<file path="src/rtl/prbs_pkg.sv">
// prbs_pkg -- shared definitions for the parallel PRBS randomizer family.
//   DVB_LFSR_W / DVB_TAPS / DVB_SEED : reference DVB randomizer configuration
//   prbs_state_e                     : control FSM states
//   prbs_step_n                      : advances a DVB-sized LFSR by n bits and
//                                      returns the new state plus the keystream
package prbs_pkg;

  localparam int DVB_LFSR_W = 15;
  localparam logic [DVB_LFSR_W-1:0] DVB_TAPS = 15'h0003;
  localparam logic [DVB_LFSR_W-1:0] DVB_SEED = 15'b100101010000000;

  // Widest keystream prbs_step_n can return in one call.
  localparam int MAX_STEP_N = 64;

  typedef enum logic {
    S_IDLE = 1'b0,
    S_RUN  = 1'b1
  } prbs_state_e;

  typedef struct packed {
    logic [DVB_LFSR_W-1:0] state;
    logic [MAX_STEP_N-1:0] ks;
  } prbs_step_t;

  // Fibonacci step repeated n times; ks[i] is the feedback bit of step i,
  // i.e. the keystream bit that scrambles payload bit i.
  function automatic prbs_step_t prbs_step_n(input logic [DVB_LFSR_W-1:0] state,
                                             input int n);
    prbs_step_t r;
    logic fb;
    r.state = state;
    r.ks    = '0;
    for (int i = 0; i < MAX_STEP_N; i++) begin
      if (i < n) begin
        fb      = ^(r.state & DVB_TAPS);
        r.ks[i] = fb;
        r.state = {fb, r.state[DVB_LFSR_W-1:1]};
      end
    end
    return r;
  endfunction

endpackage

</file>
<file path="src/rtl/prbs_randomizer_par_if.sv">
// prbs_randomizer_par_if -- stream + seed-control bundle of the randomizer.
//   seed_in/seed_load : seed value and load strobe
//   in_valid/in_ready/in_data : input beat handshake
//   out_valid/out_ready/out_data/out_last : output beat handshake, block end marker
//   busy : randomizer is running
// master = upstream/downstream environment, slave = randomizer.
interface prbs_randomizer_par_if #(
  parameter int LFSR_W = 15,
  parameter int DATA_W = 8
);
  logic [LFSR_W-1:0] seed_in;
  logic              seed_load;
  logic              in_valid;
  logic              in_ready;
  logic [DATA_W-1:0] in_data;
  logic              out_valid;
  logic              out_ready;
  logic [DATA_W-1:0] out_data;
  logic              out_last;
  logic              busy;

  modport master (
    output seed_in, seed_load, in_valid, in_data, out_ready,
    input  in_ready, out_valid, out_data, out_last, busy
  );

  modport slave (
    input  seed_in, seed_load, in_valid, in_data, out_ready,
    output in_ready, out_valid, out_data, out_last, busy
  );
endinterface

</file>
<file path="src/rtl/prbs_keystream.sv">
// prbs_keystream -- combinational DATA_W-step unroll of a Fibonacci LFSR.
//   state_in  : current register value
//   ks        : keystream, ks[i] is produced after i steps (bit 0 first)
//   state_out : register value after DATA_W steps
// Shared by the scrambler and the descrambler (same logic on both ends).
module prbs_keystream #(
  parameter int                 LFSR_W = 15,
  parameter logic [LFSR_W-1:0]  TAPS   = 15'h0003,
  parameter int                 DATA_W = 8
) (
  input  logic [LFSR_W-1:0] state_in,
  output logic [DATA_W-1:0] ks,
  output logic [LFSR_W-1:0] state_out
);

  // st[k] is the register after k steps.
  logic [DATA_W:0][LFSR_W-1:0] st;

  assign st[0] = state_in;

  for (genvar gi = 0; gi < DATA_W; gi++) begin : g_step
    logic fb;
    assign fb        = ^(st[gi] & TAPS);
    assign ks[gi]    = fb;
    assign st[gi+1]  = {fb, st[gi][LFSR_W-1:1]};
  end

  assign state_out = st[DATA_W];

endmodule

</file>
<file path="src/rtl/prbs_randomizer_par.sv">
// prbs_randomizer_par -- parallel PRBS randomizer with per-block auto-reseed.
//   clk, rst : clock (rising edge) and asynchronous active-high reset
//   bus      : prbs_randomizer_par_if.slave (seed control, in/out streams, busy)
//   bypass   : only when PRBS_RAND_BYPASS_EN is defined; passes beats unchanged
// Each accepted beat is XORed with DATA_W keystream bits and registered; after
// BLOCK_BITS bits the LFSR reloads from the seed register so every block is
// scrambled independently. Running the output through a second instance with
// the same seed restores the original data.
module prbs_randomizer_par
  import prbs_pkg::*;
#(
  parameter int                 LFSR_W     = prbs_pkg::DVB_LFSR_W,
  parameter logic [LFSR_W-1:0]  TAPS       = prbs_pkg::DVB_TAPS,
  parameter logic [LFSR_W-1:0]  DEF_SEED   = prbs_pkg::DVB_SEED,
  parameter int                 DATA_W     = 8,
  parameter int                 BLOCK_BITS = 96
) (
  input  logic clk,
  input  logic rst,
`ifdef PRBS_RAND_BYPASS_EN
  input  logic bypass,
`endif
  prbs_randomizer_par_if.slave bus
);

  localparam int BEATS = BLOCK_BITS / DATA_W;
  localparam int CNT_W = (BEATS > 1) ? $clog2(BEATS) : 1;
  localparam logic [CNT_W-1:0] LAST_BEAT = CNT_W'(BEATS - 1);

  prbs_state_e       state_reg, state_next;
  logic [LFSR_W-1:0] lfsr_reg;
  logic [LFSR_W-1:0] seed_reg;
  logic [CNT_W-1:0]  beat_cnt_reg;
  logic              out_valid_reg;
  logic [DATA_W-1:0] out_data_reg;
  logic              out_last_reg;

  logic              in_ready;
  logic              accept;
  logic              byp;
  logic [DATA_W-1:0] ks;
  logic [LFSR_W-1:0] lfsr_adv;

`ifdef PRBS_RAND_BYPASS_EN
  assign byp = bypass;
`else
  assign byp = 1'b0;
`endif

  prbs_keystream #(
    .LFSR_W (LFSR_W),
    .TAPS   (TAPS),
    .DATA_W (DATA_W)
  ) u_keystream (
    .state_in  (lfsr_reg),
    .ks        (ks),
    .state_out (lfsr_adv)
  );

  // FSM state register
  always_ff @(posedge clk or posedge rst) begin
    if (rst) state_reg <= S_IDLE;
    else     state_reg <= state_next;
  end

  // FSM next state and handshake outputs. seed_load blocks acceptance for the
  // cycle so that no beat is scrambled with a key that is about to change.
  always_comb begin
    state_next = state_reg;
    in_ready   = 1'b0;
    case (state_reg)
      S_IDLE: begin
        if (bus.seed_load) state_next = S_RUN;
      end
      S_RUN: begin
        in_ready = !bus.seed_load && (!out_valid_reg || bus.out_ready);
      end
      default: state_next = S_IDLE;
    endcase
  end

  assign accept = bus.in_valid && in_ready;

  // LFSR, seed register and beat counter
  always_ff @(posedge clk or posedge rst) begin
    if (rst) begin
      lfsr_reg     <= DEF_SEED;
      seed_reg     <= DEF_SEED;
      beat_cnt_reg <= '0;
    end else if (bus.seed_load) begin
      lfsr_reg     <= bus.seed_in;
      seed_reg     <= bus.seed_in;
      beat_cnt_reg <= '0;
    end else if (accept && !byp) begin
      if (beat_cnt_reg == LAST_BEAT) begin
        lfsr_reg     <= seed_reg;
        beat_cnt_reg <= '0;
      end else begin
        lfsr_reg     <= lfsr_adv;
        beat_cnt_reg <= beat_cnt_reg + 1'b1;
      end
    end
  end

  // Output register: loads on acceptance, otherwise holds until consumed.
  always_ff @(posedge clk or posedge rst) begin
    if (rst) begin
      out_valid_reg <= 1'b0;
      out_data_reg  <= '0;
      out_last_reg  <= 1'b0;
    end else if (accept) begin
      out_valid_reg <= 1'b1;
      out_data_reg  <= byp ? bus.in_data : (bus.in_data ^ ks);
      out_last_reg  <= !byp && (beat_cnt_reg == LAST_BEAT);
    end else if (bus.out_ready) begin
      out_valid_reg <= 1'b0;
    end
  end

  assign bus.in_ready  = in_ready;
  assign bus.out_valid = out_valid_reg;
  assign bus.out_data  = out_data_reg;
  assign bus.out_last  = out_last_reg;
  assign bus.busy      = (state_reg == S_RUN);

endmodule
</file>
<file path="src/flat_wrapper.sv">
// flat-port wrapper written by rule: the top's interface ports become plain ports
module prbs_randomizer_par_flat import prbs_pkg::*;
#(
  parameter int                 LFSR_W     = prbs_pkg::DVB_LFSR_W,
  parameter logic [LFSR_W-1:0]  TAPS       = prbs_pkg::DVB_TAPS,
  parameter logic [LFSR_W-1:0]  DEF_SEED   = prbs_pkg::DVB_SEED,
  parameter int                 DATA_W     = 8,
  parameter int                 BLOCK_BITS = 96
)
  (clk, rst, bus_seed_in, bus_seed_load, bus_in_valid, bus_in_data, bus_out_ready, bus_in_ready, bus_out_valid, bus_out_data, bus_out_last, bus_busy);
  prbs_randomizer_par_if #(.LFSR_W(LFSR_W), .DATA_W(DATA_W)) bus_i ();
  input  logic clk;
  input  logic rst;
  input wire logic [$bits(bus_i.seed_in)-1:0] bus_seed_in;
  input wire logic [$bits(bus_i.seed_load)-1:0] bus_seed_load;
  input wire logic [$bits(bus_i.in_valid)-1:0] bus_in_valid;
  input wire logic [$bits(bus_i.in_data)-1:0] bus_in_data;
  input wire logic [$bits(bus_i.out_ready)-1:0] bus_out_ready;
  output wire logic [$bits(bus_i.in_ready)-1:0] bus_in_ready;
  output wire logic [$bits(bus_i.out_valid)-1:0] bus_out_valid;
  output wire logic [$bits(bus_i.out_data)-1:0] bus_out_data;
  output wire logic [$bits(bus_i.out_last)-1:0] bus_out_last;
  output wire logic [$bits(bus_i.busy)-1:0] bus_busy;
  assign bus_i.seed_in = bus_seed_in;
  assign bus_i.seed_load = bus_seed_load;
  assign bus_i.in_valid = bus_in_valid;
  assign bus_i.in_data = bus_in_data;
  assign bus_i.out_ready = bus_out_ready;
  assign bus_in_ready = bus_i.in_ready;
  assign bus_out_valid = bus_i.out_valid;
  assign bus_out_data = bus_i.out_data;
  assign bus_out_last = bus_i.out_last;
  assign bus_busy = bus_i.busy;
  prbs_randomizer_par #(.LFSR_W(LFSR_W), .TAPS(TAPS), .DEF_SEED(DEF_SEED), .DATA_W(DATA_W), .BLOCK_BITS(BLOCK_BITS)) u_core (.clk(clk), .rst(rst), .bus(bus_i));
endmodule
</file>
<file path="config.mk">
export PLATFORM = sky130hd
export DESIGN_NAME = prbs_randomizer_par_flat
export DESIGN_NICKNAME = d
export VERILOG_FILES = /design/src/rtl/prbs_pkg.sv /design/src/rtl/prbs_randomizer_par_if.sv /design/src/rtl/prbs_keystream.sv /design/src/rtl/prbs_randomizer_par.sv /design/src/flat_wrapper.sv
export SDC_FILE = /design/constraint.sdc
export NUM_CORES = 1
export LEC_CHECK = 0
export CAP_MARGIN = 20
export CORE_MARGIN = 2
export CORE_UTILIZATION = 35
export DETAILED_ROUTE_END_ITERATION = 16
export GPL_ROUTABILITY_DRIVEN = 0
export PLACE_DENSITY = 0.53
export SLEW_MARGIN = 20
export SYNTH_ARGS = -nofsm -noshare
export SYNTH_HDL_FRONTEND = slang
export SYNTH_SLANG_ARGS = --single-unit
</file>
<file path="constraint.sdc">
create_clock -name clk -period 3.31 [get_ports clk]
set_input_delay 0.8275 -clock clk [delete_from_list [all_inputs] [get_ports clk]]
set_output_delay 0.8275 -clock clk [all_outputs]
set_load 0.05 [all_outputs]
</file>
After elaboration in Yosys (flattened, before gate mapping)
Index checks and enable logic that the tools add are counted.
{"block": "classes", "n_bitwise": 1, "eq_ne": 1, "div_mod_pow": 0, "shifts": 0, "add_sub_neg": 1, "n_lt_le_gt_ge": 0, "multipliers": 0, "n_mux": 11, "reduce_logical": 15}
{"cell": "parity 15 bit", "count": 8}
{"cell": "two-way mux 15 bit", "count": 3}
{"cell": "two-way mux 4 bit", "count": 3}
{"cell": "XOR 8 bit", "count": 1}
{"cell": "two-way mux 1 bit", "count": 5}
{"cell": "adder 4 x 1 -> 4 bit, second input constant", "count": 1}
{"cell": "== test 4 bit, second input constant", "count": 1}
{"cell": "nonzero test 2 bit", "count": 2}
{"cell": "logical AND 1 bit", "count": 2}
{"cell": "logical NOT 1 bit", "count": 2}
{"cell": "logical OR 1 bit", "count": 1}
{"block": "word_totals", "ff_bits": 45, "ram_bits": 0, "latchBits": 0, "mem_bits_ro": 0, "word_cells": 36, "memories": 0, "in_bits": 28, "output_inout_bits": 12}

Logic depth before layout (Yosys ltp)
{"block": "depth", "ltp_word": 7, "depth_mapped": 7, "mapped_depth_nobuf": 5}

Modules after synthesis
From an unflattened synthesis, not the netlist that was laid out.
{"block": "hier_totals", "cells_unflattened": 245, "hier_area_um2": 2329.7}
{"module": "prbs_randomizer_par", "cells_each": 214, "seq_area_each_um2": 1136.1, "n_inst": 1, "area_each_um2": 2087.0}
{"module": "prbs_keystream", "cells_each": 31, "seq_area_each_um2": 0.0, "n_inst": 1, "area_each_um2": 242.7}

Worst setup path after synthesis
No wires, ideal clock.
{"block": "synth_timing", "kind": "input -> output", "startpoint": "in bus_seed_load", "endpoint": "out bus_in_ready", "setup_slack_ps": 645, "cell_stages": 3, "arrival_ps": 1838, "n_path_buf": 2, "required_ps": 2483, "path_cell_list": "buf_2 -> clkbuf_1 -> nor2_1"}
{"block": "synth_between", "elab_chain_cells": 3}
{"element": "start, declared", "line_no": "flat_wrapper.sv:15", "source": "input wire logic [$bits(bus_i.seed_load)-1:0] bus_seed_load;"}
{"element": "logical NOT 1 bit", "line_no": "prbs_randomizer_par.sv:76", "source": "in_ready = !bus.seed_load && (!out_valid_reg || bus.out_ready);"}
{"element": "logical AND 1 bit", "line_no": "prbs_randomizer_par.sv:76"}
{"element": "two-way mux 1 bit", "line_no": "prbs_randomizer_par.sv:71", "source": "case (state_reg)"}
{"element": "end, declared", "line_no": "flat_wrapper.sv:19", "source": "output wire logic [$bits(bus_i.in_ready)-1:0] bus_in_ready;"}
Every way passes these cells.

Worst setup path after layout
{"block": "layout_timing", "startpoint": "in bus_out_ready", "endpoint": "out bus_in_ready"}
{"block": "layout_between", "elab_chain_cells": 3}
{"element": "start, declared", "line_no": "flat_wrapper.sv:18", "source": "input wire logic [$bits(bus_i.out_ready)-1:0] bus_out_ready;"}
{"element": "logical OR 1 bit", "line_no": "prbs_randomizer_par.sv:76"}
{"element": "logical AND 1 bit", "line_no": "prbs_randomizer_par.sv:76"}
{"element": "two-way mux 1 bit", "line_no": "prbs_randomizer_par.sv:71"}
Every way passes these cells.

==> metrics <==
cell internal pwr 1.10 mW; PortBufs 39; largest net degree at the start of global routing 53; layout cell share with drive strength beyond 1 0.195; yosys warns 0; Crit-path slowest cell clkdlybuf4s50_1; Synth cell types 28; RSZ-0062 raised after global routing no; hold_buf cts 0; most numerous cell in the Yosys netlist dfrtp_1; slowest cell delay on critical path 0.45 ns; status complete, no violations; syn avg cell area 10.5 sq um; MaxCap Viol Count 0; Post-synth EDFFs 0; placed cells 320; number of diodes 0; Pins Over Slew Limit 0; WHS Path Cells 1; Vias 1,572; area grow syn2layout 25.3%; DRT Wirelength 4.68 mm; Iteration-0 DRC Markers 63; share of the synthesized area in the top cell type 0.414; grt ovf 0; Die X 83.9 microns; Crit Path Category input pin to output pin; reg2reg end u_core.bus.out_data[4]$_DFFE_PP0P_; r2r setup slk 1.62 ns; CTS H-Tree Depth 2; area leader, netlist dfrtp_1; ys flop type dfrtp_1; hold_ws 0.510 ns; Post-synth ARST share 1.00; drt pass-1 iters 4; chip height 83.9 microns; Net Sw Power 0.529 mW; FP Rows 29; worst-path maximum fanout 4; routed len/inst 14.3 microns; initial antenna violation count 0; DRC viols 0; Total GRT Usage 0.141; mapped cell area 0.00223 sq mm; required time worst endpoint 2.48 ns; critical path launch point type input pin; clock skew 0.00605 ns; Slew @ Worst Pin 0.576 ns; clock sink total 45; die area 0.00704 sq mm; worst min path class register to register; post-DR vias/cell 4.79; hold_sp u_core.bus.out_data[5]$_DFFE_PP0P_; combinational power share 0.312; Synth Instances 213; # setup viols final 0; Post-Layout Cell Count 328; Initial Util 0.356; Clk pin slew, worst setup/hold paths 0.08 ns; peak supply drop 0.306 mV; Final Cycle Share 0.792; clock latency at the later pin of the worst-skew pair 0.30 ns; NumNets Final 279; CP bufs+invs 2; Pwr Density 583 mW/mm^2; # IOs 40; number of global-route vias before repair 1,599; first-pass GRT wire length 7.89 mm; post-cts sizing count 0; Mapped Nets 242; Tmin final 2.62 ns; Core Region 0.00628 sq mm; most frequent cells after synthesis dfrtp_1, nand2_1, a21oi_1, mux2_2, xnor2_1; leakage power 1.21 nW; reg2reg start u_core.bus.out_valid$_DFFE_PP0P_; Worst Setup End Kind output pin; synth top area cells dfrtp_1, dfstp_2, mux2_2, xnor2_1, nand2_1; Setup Fix Bufs, Post-CTS 0; ANT nets after route 0; Final Hold Viols 0; Fin Setup TNS 0 ns; HPWL after DPL 3.15 mm; CTS tree yes; Reg power frac 0.424; switching part of the total power 0.324; reg2reg path depth 4; CTS root buf clkbuf_8; register area share after synthesis 0.508; clk buf depth 2; Fmax achieved 381 MHz; power share of the clock group 0.264; post-synthesis register bit count 45; Hold Path End u_core.bus.out_data[5]$_DFFE_PP0P_; critical path's top delay family buffers and inverters; Cell Chain, Critical Path clkdlybuf4s50_1 -> nand2b_4 -> nand2_1 -> nor2_1 -> buf_12; Num CTS Buffers 5; Arr. time, crit path 1.79 ns; relative slew slack 0.616
==> routing by layer <==
metal | wire length (microns) | global-route usage | part of all wire | vias up
met3 | 122 | 0.0326 | 0.026 | 4
met2 | 2090 | 0.211 | 0.45 | 24
li1 | - | - | - | 794
met1 | 2440 | 0.199 | 0.52 | 750
met5 | 0 | 0 | 0 | -
met4 | 31 | 0.0484 | 0.0066 | 0
==> how the worst max path moves through the flow <==
stage	from	end	slack, ns	cells past startpoint
after floorplan	bus_seed_load	bus_in_ready	0.64	3
after global placement	bus_out_ready	bus_in_ready	0.69	5
after detailed placement	bus_out_ready	u_core.bus.out_data[4]$_DFFE_PP0P_	0.68	5
after CTS	bus_out_ready	bus_in_ready	0.68	5
after global routing	bus_out_ready	bus_in_ready	0.63	5
final	bus_out_ready	bus_in_ready	0.69	5
==> cells by family (layout without fill, tap and decap cells) <==
logic type | after synthesis | count (layout) | share of synthesized area
compound gates | 46 | 46 | 0.137
xor+xnor | 16 | 16 | 0.0627
fa+ha+maj | 1 | 1 | 0.00560
buf+inv | 21 | 59 | 0.0448
flops | 45 | 45 | 0.508
mux | 17 | 17 | 0.0857
simple gates | 67 | 67 | 0.156
==> worst reg2reg max path, delay by kind of cell (launching register included) <==
family	cells	cell delay (ns)
AND/OR/NAND/NOR	3	0.78
flip-flops	1	0.42
multiplexers	1	0.38
==> area by class of cell <==
class / count / area, sq um
multi-input cells: 147 / 998
clock buffers: 7 / 86.3
fillers: 613 / 3480
repair buffers: 42 / 418
clock inverters: 1 / 30.0
inverters: 9 / 33.8
well taps: 77 / 96.3
flip-flops and latches: 45 / 1140
==> per-stage QoR <==
stage / setup WS (ns) / instance area (sq um) / util / total power [mW]
global route: 0.633 / 2800 / 0.446 / 1.72
finish: 0.688 / 2800 / 0.446 / 1.63
CTS: 0.678 / 2800 / 0.446 / 1.66
detailed placement: 0.675 / 2680 / 0.427 / 1.22
floorplan: 0.645 / 2230 / - / 1.04
global placement: 0.686 / 2680 / 0.427 / 1.21
==> power by group through the flow <==
stage	logic (mW)	registers (mW)	clock network, mW
2_1_floorplan	0.199	0.843	0
3_3_place_gp	0.508	0.702	0
3_5_place_dp	0.513	0.704	0
4_1_cts	0.514	0.694	0.450
5_1_grt	0.543	0.704	0.472
6_report	0.508	0.692	0.432
==> cell usage in the layout (no fill, tap or decap), types with 2 or more instances in the layout <==
cell             synthesis  final
a21oi_1                 20     20
and3_1                   8      8
buf_4                    2      3
clkbuf_8                 0      6
clkdlybuf4s50_1          0     37
dfrtp_1                 37     37
dfstp_2                  8      8
inv_1                    9      8
mux2_2                  17     17
nand2_1                 33     33
nor2_1                   8      8
nor2b_1                  8      8
o211ai_1                 8      8
o21ai_0                 10     10
o31ai_2                  7      7
or3_1                    2      2
xnor2_1                 16     16
No activity file was read; power rests on OpenSTA's default activity.
